<file path="src/rtl/shift_add_multiplier.sv">
// Sequential unsigned multiplier: one shift-and-add iteration per clock,
// N+1 iterations per product, three-state IDLE/RUN/DONE control.
module shift_add_multiplier #(
   parameter int N = 7
) (
   input  logic           clk,
   input  logic           reset,
   input  logic           start,
   input  logic [N:0]     a,
   input  logic [N:0]     b,
   output logic           ready,
   output logic           busy,
   output logic           done,
   output logic [2*N+1:0] product
);

   localparam int CW = $clog2(N + 1);

   typedef enum logic [1:0] {
      IDLE = 2'd0,
      RUN  = 2'd1,
      DONE = 2'd2
   } state_t;

   state_t          state, state_next;
   logic [N:0]      mcand;
   logic [N:0]      mplier;
   logic [2*N+1:0]  acc;
   logic [2*N+1:0]  acc_next;
   logic [CW-1:0]   count;
   logic [N:0]      addend;
   logic [N+1:0]    sum;
   logic            carry;
   logic            last_iter;

   assign last_iter = (count == CW'(N));

   // Ripple-carry add of the upper accumulator half; the carry out becomes sum[N+1].
   always_comb begin
      // NOTE: blocking assignments here model combinational ripple; registers below use <=.
      addend = mplier[0] ? mcand : '0;
      carry  = 1'b0;
      sum    = '0;
      for (int i = 0; i <= N; i++) begin
         sum[i] = acc[N+1+i] ^ addend[i] ^ carry;
         carry  = (acc[N+1+i] & addend[i]) | (carry & (acc[N+1+i] ^ addend[i]));
      end
      sum[N+1] = carry;
      acc_next = {sum, acc[N:1]};
   end

   always_ff @(posedge clk or posedge reset) begin
      if (reset) state <= IDLE;
      else       state <= state_next;
   end

   // Status outputs decode the state only, so start never reaches them combinationally.
   always_comb begin
      // NOTE: every output gets a default first so no path through the case infers a latch.
      state_next = state;
      ready      = 1'b0;
      busy       = 1'b0;
      done       = 1'b0;
      case (state)
         IDLE: begin
            ready = 1'b1;
            if (start) state_next = RUN;
         end
         RUN: begin
            busy = 1'b1;
            if (last_iter) state_next = DONE;
         end
         DONE: begin
            done       = 1'b1;
            state_next = IDLE;
         end
         default: state_next = IDLE;
      endcase
   end

   always_ff @(posedge clk or posedge reset) begin
      if (reset) begin
         mcand   <= '0;
         mplier  <= '0;
         acc     <= '0;
         count   <= '0;
         product <= '0;
      end else begin
         case (state)
            IDLE: begin
               if (start) begin
                  mcand  <= a;
                  mplier <= b;
                  acc    <= '0;
                  count  <= '0;
               end
            end
            RUN: begin
               acc    <= acc_next;
               mplier <= mplier >> 1;
               count  <= count + 1'b1;
               if (last_iter) product <= acc_next;
            end
            default: ;
         endcase
      end
   end

endmodule

</file>
<file path="config.mk">
export PLATFORM = sky130hd
export DESIGN_NAME = shift_add_multiplier
export DESIGN_NICKNAME = d
export VERILOG_FILES = /design/src/rtl/shift_add_multiplier.sv
export SDC_FILE = /design/constraint.sdc
export NUM_CORES = 1
export LEC_CHECK = 0
export ABC_AREA = 1
export CORE_MARGIN = 2
export CORE_UTILIZATION = 59
export CTS_BUF_LIST = sky130_fd_sc_hd__clkbuf_8
export DETAILED_ROUTE_END_ITERATION = 6
export PLACE_DENSITY = 0.87
export SLEW_MARGIN = 5
export SYNTH_ARGS = -nofsm -noshare
export SYNTH_HDL_FRONTEND = slang
export SYNTH_SLANG_ARGS = --single-unit
</file>
<file path="constraint.sdc">
create_clock -name clk -period 5.74 [get_ports clk]
set_clock_uncertainty 0.1 [all_clocks]
set_input_delay 1.148 -clock clk [delete_from_list [all_inputs] [get_ports clk]]
set_output_delay 1.148 -clock clk [all_outputs]
set_load 0.02 [all_outputs]
</file>
Word-level counts from Yosys, hierarchy flattened

Cells that the tools add are included.

Register bits: 53
Latch bits: 0
Bits in writable memories: 0
ROM bits: 0
Bits of input ports: 19
Word-level logic and storage cells: 68
Memories kept: 0

$add $sub $neg: 1
Multipliers: 0
Div/mod/pow operators: 0
Magnitude comparators: 0
Equality and inequality tests: 5
Shift-type cells: 0
Multiplexer cells: 13
Bitwise gates (word level): 37
Reductions and logical operators: 6

Operator list:

| operator                                            | number |
|---|---|
| case mux 16 bit (2 select lines)                    | 1 |
| two-way mux 16 bit                                  | 1 |
| two-way mux 8 bit                                   | 2 |
| case mux 8 bit (2 select lines)                     | 1 |
| bitwise AND 1 bit                                   | 15 |
| bitwise XOR 1 bit                                   | 15 |
| AND reduction 2 bit                                 | 4 |
| OR 1 bit                                            | 7 |
| case mux 3 bit (2 select lines)                     | 1 |
| two-way mux 2 bit                                   | 2 |
| inequality test 2 bit, second input constant        | 2 |
| case mux 2 bit (2 select lines)                     | 1 |
| adder 3 x 1 -> 3 bit, second input constant         | 1 |
| equality test 3 bit, second input constant          | 1 |
| two-way mux 1 bit                                   | 3 |
| two-way mux 3 bit                                   | 1 |
| equality test 2 x 1 -> 1 bit, second input constant | 1 |
| equality test 2 bit, second input constant          | 1 |
| zero test 2 bit                                     | 1 |
| nonzero test 2 bit                                  | 1 |

Logic depth before layout (Yosys ltp)

Depth in word-level cells: 17
Depth in mapped cells: 13
Gate-level depth less buffers: 12

Worst setup path before layout

Ideal clock, no wire load.

Path kind: register to register
From: register mplier[0]
To: register acc[14]
Data arrival time: 3.676 ns
Setup slack: 1.837 ns
Cell stages (with the launch flop): 14
Buffers on the path: 1
Clock period less this slack: 3.903 ns
Cells stage by stage: dfrtp_1 clkbuf_1 nand2_1 inv_1 ha_1 inv_1 fa_1 fa_1 fa_1 fa_1 fa_1 fa_1 fa_1 o21ai_0

Word-level cells in the longest chain between the ends: 16

Ends and longest elaborated chain:

| item                                                          | line | RTL |
|---|---|---|
| from (decl)                                                   | 27   | `logic [N:0] mplier;` |
| from (signal assigned)                                        | 100  | `mplier <= mplier >> 1;` |
| two-way mux 8 bit (*)                                         | 41   | `addend = mplier[0] ? mcand : '0;` |
| bitwise AND 1 bit / bitwise XOR 1 bit (equally long branches) | 46   | `carry = (acc[N+1+i] & addend[i]) \| (carry & (acc[N+1+i] ^ addend[i]));` |
| bitwise AND 1 bit                                             | 46   |  |
| OR 1 bit                                                      | 46   |  |
| bitwise AND 1 bit                                             | 46   |  |
| OR 1 bit                                                      | 46   |  |
| bitwise AND 1 bit                                             | 46   |  |
| OR 1 bit                                                      | 46   |  |
| bitwise AND 1 bit                                             | 46   |  |
| OR 1 bit                                                      | 46   |  |
| bitwise AND 1 bit                                             | 46   |  |
| OR 1 bit                                                      | 46   |  |
| bitwise AND 1 bit                                             | 46   |  |
| OR 1 bit                                                      | 46   |  |
| bitwise XOR 1 bit (*)                                         | 45   | `sum[i] = acc[N+1+i] ^ addend[i] ^ carry;` |
| case mux 16 bit (2 select lines) (*)                          | 89   | `case (state)` |
| to (signal assigned)                                          | 99   | `acc <= acc_next;` |
| to (decl)                                                     | 28   | `logic [2*N+1:0] acc;` |

Every way passes the cells marked *; elsewhere a longest branch is shown, timed or not.
A chain may end at the register's enable or synchronous reset.

Worst setup path after layout

Same ends and word-level chain as after synthesis.

==> metrics.csv <==
stage;metric;value;unit
timing;unrepaired setup endpoints after global routing;no;
detailed_routing;Routed WL;4.12;mm
cells_and_area;Finished Layout Cells;332;
detailed_routing;first-pass detailed-route iteration total;4;
logic_synthesis;unique cell type count in the Yosys netlist;17;
cells_and_area;Area Overhead vs Synth;18.1;%
power;PwrDens;519;mW/mm²
timing;Slew @ Worst Pin;1.03;ns
logic_synthesis;Avg Inst Size Synth;9.42;µm²
logic_synthesis;#FFs+latches synth;52;
die;FP Rows;22;
cts;CTS tree;built;
global_routing;antenna violations before repair;0;
global_routing;largest net degree at the start of global routing;53;
timing;TNS Setup;0;ns
timing;Final Max Slew Viols;0;
cts;postcts setup bufs;0;
logic_synthesis;Cells after Synth;250;
timing;final setup fails;0;
detailed_routing;DRC;0;
worst_hold_path;WHS Path Cells;2;
place;DPL Wire Length;2.83;mm
cts;CTS clk-pin slew, worst paths;0.09;ns
critical_path;Crit Path Class;reg -> reg;
power;Peak supply drop;0.247;mV
timing;Fmax;246;MHz
cts;Max H-tree Level;2;
timing;Slew HR;31.3;%
cells_and_area;commonest non-fill, non-tap cells in the layout;nand2_1, dfrtp_1, clkdlybuf4s50_1, inv_1;
critical_path;critical path peak fanout;9;
cells_and_area;Final #Nets;312;
timing;Min Hold Slack;0.385;ns
critical_path;Register-to-Register Path Depth;12;
die;Chip Width;67.2;µm
die;Core ar.;0.00374;mm²
cells_and_area;Fillers;284;
cts;Clock Sink Count;52;
cts;CTS Root Cell;clkbuf_8;
global_routing;first-pass GRT wire length;7.12;mm
power;Pwr Total;1.44;mW
outcome;result of the run;complete, no violations;
die;Die Y;67.2;µm
critical_path;CP Capture Type;flop;
critical_path;worst endpoint required time;5.80;ns
worst_hold_path;hold_sp;product[3];
cts;clock buffer depth;2;
critical_path;Worst Setup SP;mplier[0];
global_routing;vias in the first global route;1578;
logic_synthesis;post-synthesis sequential area ratio;55.2;%
cells_and_area;# diodes;0;
cts;latest clock arrival within the worst-skew pair;0.30;ns
die;Ports;38;
detailed_routing;Wirelength per Cell;12.4;µm
timing;Period minus WS final;4.06;ns
detailed_routing;vias per inst;5.17;
critical_path;CP startpoint kind;flop;
detailed_routing;DR vias;1717;
place;GPL Wtd Cong;0.805;
cts;post-CTS sizing;0;
detailed_routing;drt initial violations;114;
timing;final worst-path cycle share;70.8;%
cts;CTS buffer count;5;
place;input/output buffers;37;
logic_synthesis;cell area after synthesis;0.00236;mm²
critical_path;RR Startpoint;mplier[0];
worst_hold_path;type of the most critical hold path;reg -> reg;
die;initial cell density of the core;62.9;%
die;Die ar.;0.00451;mm²
flow_run;Max-cap violations;0;
cells_and_area;commonest non-fill, non-tap cell in the layout;nand2_1;
timing;Fin. Hold Viols;0;
detailed_routing;Antenna Violating Nets Remaining;0;
cells_and_area;share of layout cells above drive strength 1;7.75;%
global_routing;gr usage total;21.4;%
place;placed cell count;324;
global_routing;GR Overflow Total;0;
power;Leak Pwr;1.32;nW
logic_synthesis;Syn. warnings;0;
logic_synthesis;syn_nets;279;
critical_path;critical path data arrival time;4.12;ns
cts;# hold bufs at CTS;0;
## cell families after synthesis
group | after synthesis | share of synthesized area [%]
DFF | 52 | 55.2
and+or+nand+nor | 123 | 20.7
buffers and inverters | 32 | 7.49
adders and majority gates | 10 | 7.54
AOI/OAI and AO/OA | 33 | 9.08
## per-stage QoR
stage | worst slack, ns | util (%) | instance area, µm²
after floorplan | 1.84 | - | 2360
after detailed placement | 1.69 | 71.8 | 2690
after CTS | 1.66 | 74.3 | 2780
after global routing | 1.48 | 74.3 | 2780
final | 1.68 | 74.3 | 2780
after global placement | 1.85 | 71.8 | 2690
## Yosys cell counts, drive strengths merged
library cell	instances	area, µm²
dfrtp	52	1300
fa	7	140
nand2	104	393
ha	3	37.5
clkbuf	1	3.75
nor2	3	13.8
buf	10	93.8
o21ai	33	214
nand3	16	80.1
inv	21	78.8
## area by class of cell
class	count	area (µm²)	area share, %
Clock buffer	6	82.6	2.97
Clock inverter	2	11.3	0.405
Inverter	21	78.8	2.83
Multi-Input combinational cell	166	878	31.6
Sequential cell	52	1300	46.8
Tap cell	48	60.1	2.16
Timing Repair Buffer	37	370	13.3
## power by group
| group | total, mW | switching [mW] | internal (mW) |
|---|---|---|---|
| Clock | 0.211 | 0.115 | 0.0963 |
| Sequential | 0.619 | 0.0978 | 0.522 |
| Combinational | 0.614 | 0.361 | 0.253 |
| Total | 1.44 | 0.574 | 0.871 |
## registers in the layout, indices dropped and copies added (netlist names)
register  flops
product      16
acc          15
mcand         8
mplier        8
count         3
state         2
## final timing paths
kind                                    to  slack, ns
worst max-delay path               acc[14]       1.68
worst min-delay path            product[3]       0.38
worst max register to register     acc[14]       1.68
worst min register to register  product[3]       0.38
max in group asynchronous         mcand[0]       3.59
min in group asynchronous       product[1]       1.32
## layer usage
layer | global-route usage [%] | vias up | part of all wire, %
li1 | - | 847 | -
met3 | 5.17 | 8 | 4.9
met2 | 33.8 | 49 | 46
met1 | 29.1 | 813 | 47
met4 | 7.65 | 0 | 1.7
met5 | 0 | - | 0
## critical path: stages, from the launching register on
cell	delay, ns
dfrtp_1	0.48
nand2_1	0.09
inv_1	0.07
ha_1	0.14
inv_1	0.05
fa_1	0.38
fa_1	0.40
fa_1	0.39
fa_1	0.40
fa_1	0.41
fa_1	0.40
fa_1	0.52
o21ai_0	0.09
Note: power is estimated with default switching activity, not from simulation.
